File: src/rtl/branch_sequencer.sv
// Control sequencer for one conditional branch: T3..T6 datapath strobes, a
// one-cycle done/taken report at FIN, and saturating taken/not-taken counters.
module branch_sequencer (
  input  logic        clock,
  input  logic        reset_n,
  input  logic        start,
  input  logic [1:0]  cond,
  input  logic        stall,
  input  logic        abort,
  input  logic        con_ff,
  input  logic        clr_stats,
  output logic        gra,
  output logic        r_out,
  output logic        con_in,
  output logic        pc_out,
  output logic        y_in,
  output logic        c_out,
  output logic        alu_add,
  output logic        z_in,
  output logic        zlow_out,
  output logic        pc_in,
  output logic [1:0]  cond_sel,
  output logic        busy,
  output logic        done,
  output logic        taken,
  output logic [15:0] taken_cnt,
  output logic [15:0] not_taken_cnt
);

  typedef enum logic [2:0] {
    StIdle = 3'd0,
    StT3   = 3'd1,
    StT4   = 3'd2,
    StT5   = 3'd3,
    StT6   = 3'd4,
    StFin  = 3'd5
  } state_e;

  state_e      state_q, state_d;
  logic [1:0]  cond_sel_q, cond_sel_d;
  logic        taken_q, taken_d;
  logic [15:0] taken_cnt_q, taken_cnt_d;
  logic [15:0] not_taken_cnt_q, not_taken_cnt_d;
  logic        fin_fire;
  logic        act;

  // A state only does work in a cycle that is neither stalled nor aborted.
  assign act      = !stall && !abort;
  assign fin_fire = (state_q == StFin) && act;

  // Next-state, condition capture, taken latch and statistics counters.
  always_comb begin
    state_d         = state_q;
    cond_sel_d      = cond_sel_q;
    taken_d         = taken_q;
    taken_cnt_d     = taken_cnt_q;
    not_taken_cnt_d = not_taken_cnt_q;

    if (abort) begin
      // Abort beats stall and also swallows a start presented in IDLE.
      state_d = StIdle;
    end else if (!stall) begin
      case (state_q)
        StIdle: begin
          if (start) begin
            state_d    = StT3;
            cond_sel_d = cond;
          end
        end
        StT3:    state_d = StT4;
        StT4:    state_d = StT5;
        StT5:    state_d = StT6;
        StT6: begin
          state_d = StFin;
          taken_d = con_ff;
        end
        StFin:   state_d = StIdle;
        default: state_d = StIdle;
      endcase
    end

    if (fin_fire) begin
      if (taken_q) begin
        if (taken_cnt_q != 16'hFFFF) taken_cnt_d = taken_cnt_q + 16'd1;
      end else begin
        if (not_taken_cnt_q != 16'hFFFF) not_taken_cnt_d = not_taken_cnt_q + 16'd1;
      end
    end

    // Clear wins over a coincident FIN increment.
    if (clr_stats) begin
      taken_cnt_d     = 16'd0;
      not_taken_cnt_d = 16'd0;
    end
  end

  // State and bookkeeping registers, asynchronously cleared.
  always_ff @(posedge clock or negedge reset_n) begin
    if (!reset_n) begin
      state_q         <= StIdle;
      cond_sel_q      <= 2'b00;
      taken_q         <= 1'b0;
      taken_cnt_q     <= 16'd0;
      not_taken_cnt_q <= 16'd0;
    end else begin
      state_q         <= state_d;
      cond_sel_q      <= cond_sel_d;
      taken_q         <= taken_d;
      taken_cnt_q     <= taken_cnt_d;
      not_taken_cnt_q <= not_taken_cnt_d;
    end
  end

  // Strobes decoded from the current state, silenced on stall/abort cycles.
  always_comb begin
    gra      = 1'b0;
    r_out    = 1'b0;
    con_in   = 1'b0;
    pc_out   = 1'b0;
    y_in     = 1'b0;
    c_out    = 1'b0;
    alu_add  = 1'b0;
    z_in     = 1'b0;
    zlow_out = 1'b0;
    pc_in    = 1'b0;
    if (act) begin
      case (state_q)
        StT3: begin
          gra    = 1'b1;
          r_out  = 1'b1;
          con_in = 1'b1;
        end
        StT4: begin
          pc_out = 1'b1;
          y_in   = 1'b1;
        end
        StT5: begin
          c_out   = 1'b1;
          alu_add = 1'b1;
          z_in    = 1'b1;
        end
        StT6: begin
          zlow_out = 1'b1;
          pc_in    = con_ff;
        end
        default: ;
      endcase
    end
  end

  assign cond_sel      = cond_sel_q;
  assign busy          = (state_q != StIdle);
  assign done          = fin_fire;
  assign taken         = taken_q;
  assign taken_cnt     = taken_cnt_q;
  assign not_taken_cnt = not_taken_cnt_q;

endmodule
File: config.mk
export PLATFORM = sky130hd
export DESIGN_NAME = branch_sequencer
export DESIGN_NICKNAME = d
export VERILOG_FILES = /design/src/rtl/branch_sequencer.sv
export SDC_FILE = /design/constraint.sdc
export NUM_CORES = 1
export LEC_CHECK = 0
export ABC_AREA = 1
export CAP_MARGIN = 10
export CORE_ASPECT_RATIO = 0.5
export CORE_MARGIN = 2
export CORE_UTILIZATION = 51
export CTS_CLUSTER_SIZE = 28
export DETAILED_ROUTE_END_ITERATION = 10
export PLACE_DENSITY = 0.82
export SKIP_CTS_REPAIR_TIMING = 1
export SYNTH_ARGS = -nofsm -noshare
export SYNTH_HDL_FRONTEND = slang
export SYNTH_SLANG_ARGS = --single-unit
File: constraint.sdc
create_clock -name clock -period 1.9 [get_ports clock]
set_clock_uncertainty 0.2 [all_clocks]
set_input_delay 0.38 -clock clock [delete_from_list [all_inputs] [get_ports clock]]
set_output_delay 0.38 -clock clock [all_outputs]
set_load 0.03 [all_outputs]
Yosys cells after proc, flatten, opt, wreduce, memory -nomap -nowiden

Cells that the tools add are included.

Add/subtract/negate cells: 2
Muxes and demuxes: 22
Reduce and logical (&&, ||, !) cells: 15
Equal/unequal tests: 10
Bitwise operators: 2

Operators by type and width:

| kind                  | number |
|---|---|
| $mux 16               | 8 |
| $add 16x1->16 const B | 2 |
| $ne 16x16->1 const B  | 2 |
| $pmux 3 s5            | 1 |
| $mux 1                | 10 |
| $mux 3                | 3 |
| $reduce_and 3->1      | 3 |
| $reduce_bool 2->1     | 4 |
| $eq 3x2->1 const B    | 2 |
| $eq 3x3->1 const B    | 2 |
| $reduce_and 4->1      | 1 |
| $eq 3x1->1 const B    | 1 |
| $logic_not 3->1       | 1 |
| $ne 3x3->1 const B    | 1 |
| $reduce_bool 3->1     | 1 |
| $logic_and 1x1->1     | 2 |
| $logic_not 1->1       | 2 |
| $ne 2x1->1 const B    | 1 |
| $ne 2x2->1 const B    | 1 |
| $not 1->1             | 2 |
| $reduce_and 2->1      | 1 |

Bits in registers: 38
Input bits: 9
Output and inout port bits: 47
Logic and storage cells: 56

Logic depth before layout (Yosys ltp)

Gate-level depths: netlist of the first run.

Depth after elaboration: 5
Mapped depth: 10
Mapped depth without buffers: 9

Worst setup path before layout of the first run

Ideal clock, no wire load.

Path type: in2out
From: input abort
To: output gra
Slack: -0.373 ns
Path buffers: 1
Arrival time: 1.693 ns
Stages: 4
Path through: nor2_4 -> nand2_1 -> nor3_1 -> buf_4

Longest elaborated chain between the ends: 3

RTL lines:

| element           | RTL line | text |
|---|---|---|
| start, declared   | 9        | `input logic abort,` |
| $logic_not 1->1   | 48       | `assign act = !stall && !abort;` |
| $logic_and 1x1->1 | 48       |  |
| $mux 1            | --       |  |
| end, declared     | 12       | `output logic gra,` |

Every way passes these cells.

Worst setup path after layout of the first run

From: register state_q[2]
To: output r_out

Longest elaborated chain between the ends: 3

RTL lines:

| element                | RTL line | text |
|---|---|---|
| start, declared        | 39       | `state_e state_q, state_d;` |
| start signal, assigned | 100      | `state_q <= StIdle;` |
| start signal, assigned | 106      | `state_q <= state_d;` |
| $eq 3x1->1             | 127      | `case (state_q)` |
| $mux 1                 | 127      |  |
| $mux 1                 | 126      | `if (act) begin` |
| end, declared          | 13       | `output logic r_out,` |

Every way passes these cells.

==> summary.log, run 1 <==
[cells_and_area] count of non-filler cells in the finished layout 500
[pwr] switching share of total power 0.2864
[logic_synthesis] most used standard cells in the synthesized netlist nand2_1 (114), dfrtp_1 (38), nor2_1 (37)
[detailed_routing] final wirelength 7.385 mm
[sta] Fin Setup TNS -0.6255 ns
[placed_design] half-perimeter wire length after detailed placement 4.749 mm
[floorplan] Core ar. 0.004865 mm^2
[logic_synthesis] unique cell type count in the Yosys netlist 29
[cells_and_area] Net count, final 440
[detailed_routing] first-iteration detailed-routing DRC count 169
[worst_setup_path] Register-to-Register Setup Slack -0.03 ns
[sta] normalized max-slew margin 0.7306
[cts] clock slew at reported path FFs 0.08 ns
[global_routing] number of antenna violations at the first check in global routing 0
[global_routing] via count of the first global-routing pass 2380
[logic_synthesis] cell accounting for the most synthesized area dfrtp_1
[detailed_routing] number of nets still failing antenna checks after routing 0
[floorplan] chip width 104.0 um
[cts] CTS tree built
[cts] sinks on the clock net 38
[sta] fin. max-slew vios 0
[sta] Worst Tran Pin Value 0.4041 ns
[logic_synthesis] ys async rst share 1.000
[pwr] static leakage 2.291 nW
[global_routing] total track usage 0.2325
[global_routing] total overflow reported by the global router 0
[worst_setup_path] sort of element at the end of the critical path primary output
[cts] number of buffers between clock root and the deepest sink 2
[cts] deepest level of the CTS H-tree 2
[logic_synthesis] post-synthesis area per instance 7.356 um^2
[worst_setup_path] critical path startpoint category register
[sta] Hold Vio Cnt, Final 0
[logic_synthesis] largest cells by area after synthesis dfrtp_1 (37%), nand2_1 (17%), nand4_1 (7.4%)
[worst_setup_path] arrival time at the worst endpoint 1.42 ns
[status] outcome complete, but fails checks
[logic_synthesis] sequential-to-total area share from yosys stat 0.3725
[pwr] VDD IR-drop max 0.4088 mV
[pwr] combinational fraction of design power 0.169
[logic_synthesis] Mapped Cells 347
[logic_synthesis] post-synth net total 358
[cts] library cell used as clock root buffer clkbuf_8
[sta] least setup slack across all paths after layout -0.1038 ns
[worst_setup_path] largest fanout on the critical path 6
[logic_synthesis] EDFF count, synth 0
[worst_hold_path] type of the tightest min-delay check reg2reg
[global_routing] largest net degree at the start of global routing 18
[cts] insertion delay of the later-clocked pin in the worst-skew pair 0.30 ns
[global_routing] first-pass GRT wire length 10.27 mm
[detailed_routing] detailed-router iteration count before antenna repair 4
[sta] Setup violations, final 16
[status] violations in the final reports negative setup slack
[pwr] switching power total 0.0004979 W
[detailed_routing] Avg WL per Cell 14.77 um
[worst_setup_path] Crit Path Category reg2out
[sta] setup repair after global routing missed its margin yes
[sta] final critical-path share of the clock period 1.055
[pwr] overall power 0.001738 W
[floorplan] die height 54.03 um
[logic_synthesis] Seq cells post-synth 38
[logic_synthesis] Synth warnings 0
[floorplan] Die Outline Area 0.005621 mm^2
[sta] maximum frequency from static timing analysis 0.4991 GHz
[flow_run] max-cap check violation count 0
[placed_design] final weighted congestion of routability-driven global placement 0.9205
[cells_and_area] area overhead of the layout relative to synthesis 43.63%
[logic_synthesis] most frequently used cell type in the post-synthesis netlist nand2_1
[pwr] cell internal power dissipation 0.001241 W
[worst_setup_path] Required @ worst endpoint 1.32 ns
[pwr] part of the total power dissipated in the clock network 0.348
[cells_and_area] share of cells above drive strength 1 0.2419
[cts] Inserted Clock Buffers 5
[floorplan] I/O pins 56
[pwr] share of power burned in registers 0.483
[pwr] Pwr per Cell Area 474.2 mW/mm^2
[logic_synthesis] most instantiated flip-flop cell in the synthesis netlist dfrtp_1
[sta] shortest clock period the worst path allows after layout 2.004 ns
[floorplan] row cnt 18
[detailed_routing] remaining design rule violation count 0
[placed_design] count of input and output buffers 55
[cells_and_area] antenna cell count 0
[detailed_routing] vias after detailed routing 2723
[detailed_routing] Vias/cell 5.446
[placed_design] # placed instances 482
[floorplan] initial standard-cell utilization of the core 0.5247
[logic_synthesis] share of the synthesized area in the top cell type 0.3725
[logic_synthesis] Post-Synthesis Cell Area 0.002552 mm^2
==> sequential cells by signal, indices dropped and copies added, names as in the netlist <==
register	count
taken_cnt	16
cond_sel	2
taken	1
not_taken_cnt	16
state_q	3
==> area by class of cell <==
| cell class | instances | area (um^2) |
|---|---|---|
| clock buffer | 6 | 82.58 |
| inverter | 29 | 113.9 |
| fill | 356 | 1199 |
| clock inverter | 2 | 12.51 |
| sequential | 38 | 958.4 |
| tap | 70 | 87.58 |
| timing repair buffer | 86 | 930.9 |
| multi-input combinational | 269 | 1480 |
==> layer usage <==
layer	GRT usage	share of wire	routed length, um
met5	0	0	0
met4	0.06982	0.024	180
met3	0.06538	0.064	476
met2	0.4452	0.51	3792
met1	0.2641	0.40	2936
==> worst paths after layout <==
path,start,end,cells past startpoint
max,state_q[2]$_DFFE_PN0P_,r_out,5
min,cond_sel[0]$_DFFE_PN0P_,cond_sel[0]$_DFFE_PN0P_,1
max reg2reg,state_q[0]$_DFFE_PN0P_,taken_cnt[12]$_DFFE_PN0P_,10
min reg2reg,cond_sel[0]$_DFFE_PN0P_,cond_sel[0]$_DFFE_PN0P_,1
max in group asynchronous,reset_n,not_taken_cnt[5]$_DFFE_PN0P_,3
min in group asynchronous,reset_n,state_q[2]$_DFFE_PN0P_,2
==> per-stage QoR <==
| step | setup WS [ns] | hold WS, ns | utilization | instance area, um^2 |
|---|---|---|---|---|
| after detailed placement | -0.2793 | 0.1261 | 0.6780 | 3298 |
| after global routing | -0.1660 | 0.3312 | 0.7536 | 3666 |
| final | -0.1038 | 0.3090 | 0.7536 | 3666 |
| after floorplan | 0.02129 | -0.1156 | - | 2586 |
| after CTS | -0.2943 | -0.1955 | 0.6975 | 3393 |
| after global placement | -0.2532 | 0.1225 | 0.6780 | 3298 |
==> worst max-delay path, cell delays in order (launching register included) <==
cell and delay, ns:
dfrtp_1 0.40, buf_6 0.15, inv_6 0.08, nand2_4 0.07
nor3_4 0.26, buf_6 0.17
==> layout by cell type, fill, tap and decap left out, types with 6 or more instances in the layout <==
cell,Yosys,routed
nand2_1,114,113
dlymetal6s2s_1,0,38
nor2_1,37,34
dfrtp_1,38,32
nand4_1,30,30
buf_4,7,26
inv_1,25,23
nand3_1,23,21
buf_6,1,12
nand2_2,11,11
nor2_4,7,9
xor2_1,8,8
o21ai_0,9,8
o21bai_1,7,7
clkbuf_8,0,6
dfrtp_2,0,6
==> logic make-up after synthesis <==
group,share of synthesized area
multiplexers,0.008823
AND/OR/NAND/NOR,0.4554
adder cells (fa/ha/maj),0.009802
buffers and inverters,0.08039
flip-flops,0.3725
AO/OA/AOI/OAI,0.04559
XOR/XNOR,0.02745
==> power by group through the flow <==
stage	registers (W)	logic [W]	clock network [W]
2_1_floorplan	0.000889	0.000103	0
3_3_place_gp	0.000854	0.000248	0
3_5_place_dp	0.000854	0.000254	0
4_1_cts	0.000839	0.000255	0.000613
5_1_grt	0.000841	0.000313	0.000647
6_report	0.000840	0.000294	0.000604
Power figures use the tool's default switching activity.
==> inputs of run 2 (changes only) <==
--- a/config.mk
+++ b/config.mk
@@ -14,6 +14,7 @@
 export DETAILED_ROUTE_END_ITERATION = 10
 export PLACE_DENSITY = 0.82
 export SKIP_CTS_REPAIR_TIMING = 1
+export SLEW_MARGIN = 20
 export SYNTH_ARGS = -nofsm -noshare
 export SYNTH_HDL_FRONTEND = slang
 export SYNTH_SLANG_ARGS = --single-unit
==> results of run 2 <==
Final layout, timing and power as in run 1 (identical DEF).
==> inputs of run 3 (changes only) <==
--- a/config.mk
+++ b/config.mk
@@ -9,10 +9,10 @@
 export CAP_MARGIN = 10
 export CORE_ASPECT_RATIO = 0.5
 export CORE_MARGIN = 2
-export CORE_UTILIZATION = 51
+export CORE_UTILIZATION = 55
 export CTS_CLUSTER_SIZE = 28
 export DETAILED_ROUTE_END_ITERATION = 10
-export PLACE_DENSITY = 0.82
+export PLACE_DENSITY = 0.88
 export SKIP_CTS_REPAIR_TIMING = 1
 export SLEW_MARGIN = 20
 export SYNTH_ARGS = -nofsm -noshare
==> constraint.sdc (replaced) <==
create_clock -name clock -period 2.5 [get_ports clock]
set_clock_uncertainty 0.2 [all_clocks]
set_input_delay 0.5 -clock clock [delete_from_list [all_inputs] [get_ports clock]]
set_output_delay 0.5 -clock clock [all_outputs]
set_load 0.03 [all_outputs]
==> summary.log, run 3 (synthesized netlist as in run 1, its figures left out) <==
[cts] insertion delay of the later-clocked pin in the worst-skew pair 0.29 ns
[cells_and_area] Net count, final 412
[worst_setup_path] Crit Path Category in2out
[placed_design] final weighted congestion of routability-driven global placement 0.8698
[sta] Hold Vio Cnt, Final 0
[sta] shortest clock period the worst path allows after layout 2.428 ns
[worst_setup_path] critical path startpoint category input pin
[flow_run] max-cap check violation count 0
[sta] normalized max-slew margin 0.4187
[worst_setup_path] largest fanout on the critical path 6
[cells_and_area] area occupied by multi-input gates 0.001420 mm^2
[worst_setup_path] Register-to-Register Setup Slack 0.51 ns
[cts] CTS tree built
[cts] clock slew at reported path FFs 0.07 ns
[pwr] Pwr per Cell Area 418.2 mW/mm^2
[detailed_routing] Vias/cell 5.550
[placed_design] Cell Area, Placed 0.003093 mm^2
[detailed_routing] final wirelength 6.264 mm
[cells_and_area] register area 950.9 um^2
[detailed_routing] vias after detailed routing 2542
[cts] deepest level of the CTS H-tree 2
[floorplan] initial standard-cell utilization of the core 0.5769
[pwr] switching share of total power 0.2522
[cts] Inserted Clock Buffers 5
[pwr] share of power burned in registers 0.475
[worst_setup_path] arrival time at the worst endpoint 1.73 ns
[pwr] switching power total 0.0003404 W
[cells_and_area] commonest non-fill, non-tap cells in the layout nand2_1 (113), clkdlybuf4s50_1 (42), dfrtp_1 (38)
[worst_setup_path] Required @ worst endpoint 1.80 ns
[global_routing] number of antenna violations at the first check in global routing 0
[detailed_routing] detailed-router iteration count before antenna repair 4
[worst_setup_path] endpoint of the worst-slack reg-to-reg timing path not_taken_cnt[12]$_DFFE_PN0P_
[sta] Worst Tran Pin Value 0.8720 ns
[worst_setup_path] Reg-to-Reg Start not_taken_cnt[1]$_DFFE_PN0P_
[pwr] part of the total power dissipated in the clock network 0.400
[cells_and_area] number of fill cells 339
[worst_setup_path] Worst Reg2Reg Path Length in Cells 10
[cts] sinks on the clock net 38
[cells_and_area] total non-filler cell area in the finished layout 0.003227 mm^2
[global_routing] via count of the first global-routing pass 2364
[cts] number of buffers between clock root and the deepest sink 2
[pwr] combinational fraction of design power 0.126
[cells_and_area] share of cells above drive strength 1 0.1571
[placed_design] half-perimeter wire length after detailed placement 4.417 mm
[placed_design] count of input and output buffers 55
[cells_and_area] antenna cell count 0
[sta] fin. max-slew vios 0
[sta] setup repair after global routing missed its margin no
[floorplan] Die Outline Area 0.005235 mm^2
[detailed_routing] remaining design rule violation count 0
[global_routing] first-pass GRT wire length 10.33 mm
[global_routing] total overflow reported by the global router 0
[sta] Setup violations, final 0
[cells_and_area] commonest non-fill, non-tap cell in the layout nand2_1
[cells_and_area] area overhead of the layout relative to synthesis 26.42%
[floorplan] die height 52.17 um
[pwr] cell internal power dissipation 0.001009 W
[status] outcome finished clean
[worst_setup_path] sort of element at the end of the critical path primary output
[detailed_routing] number of nets still failing antenna checks after routing 0
[floorplan] Core ar. 0.004424 mm^2
[worst_hold_path] type of the tightest min-delay check in2async
[detailed_routing] first-iteration detailed-routing DRC count 147
[global_routing] largest net degree at the start of global routing 39
[pwr] VDD IR-drop max 0.2684 mV
[floorplan] row cnt 17
[global_routing] total track usage 0.2525
[detailed_routing] Avg WL per Cell 13.68 um
[pwr] static leakage 1.505 nW
[floorplan] I/O pins 56
[sta] maximum frequency from static timing analysis 0.4119 GHz
[cts] library cell used as clock root buffer clkbuf_8
[floorplan] chip width 100.3 um
[sta] final critical-path share of the clock period 0.9711
[sta] hold slack 0.1226 ns
==> run 3: metrics by stage <==
stage	util	power, W	setup TNS, ns	cells	setup slack, ns
finish	0.7294	0.001350	0	458	0.07218
global route	0.7294	0.001396	0	458	0.008083
CTS	0.7245	0.001354	-0.02712	458	-0.01532
detailed placement	0.6991	0.0008198	0	451	0.006807
global placement	0.6991	0.0008141	0	451	0.1108
floorplan	-	0.0007494	0	347	0.02454
==> run 3: worst max path at each step <==
stage                end  cells past startpoint  slack, ns                    from
floorplan           y_in                      4       0.02                   abort
detailed placement  y_in                      5      0.007                   abort
global route        z_in                      5      0.008                   abort
global placement    y_in                      5       0.11                   abort
CTS                 busy                      5      -0.02  state_q[1]$_DFFE_PN0P_
finish              y_in                      5       0.07                   abort
==> run 3: layer usage <==
metal,part of all wire,vias up,GRT usage
li1,-,1235,-
met1,0.42,1219,0.3063
met2,0.52,73,0.4541
met3,0.040,15,0.05067
met4,0.018,0,0.09361
met5,0,-,0
==> run 3: worst max-delay path, cell delays in order <==
cell and delay, ns:
clkdlybuf4s50_1 0.48, nor2_4 0.19, nand2_2 0.11, nor3_2 0.23, buf_4 0.22
==> run 3: area by class of cell <==
cell class                 instances  share of cell area
clock inverter                     1            0.009306
inverter                          29             0.03373
tap                               57             0.02210
clock buffer                       6             0.02559
sequential                        38              0.2947
timing repair buffer              59              0.1745
multi-input combinational        268              0.4401
==> run 3: power groups by stage <==
stage                     clock network (W)  registers, W  logic (W)
final                              0.000539      0.000641   0.000169
after global routing               0.000570      0.000643   0.000183
after CTS                          0.000545      0.000641   0.000169
after detailed placement                  0      0.000652   0.000167
after global placement                    0      0.000651   0.000163
after floorplan                           0      0.000674  0.0000750
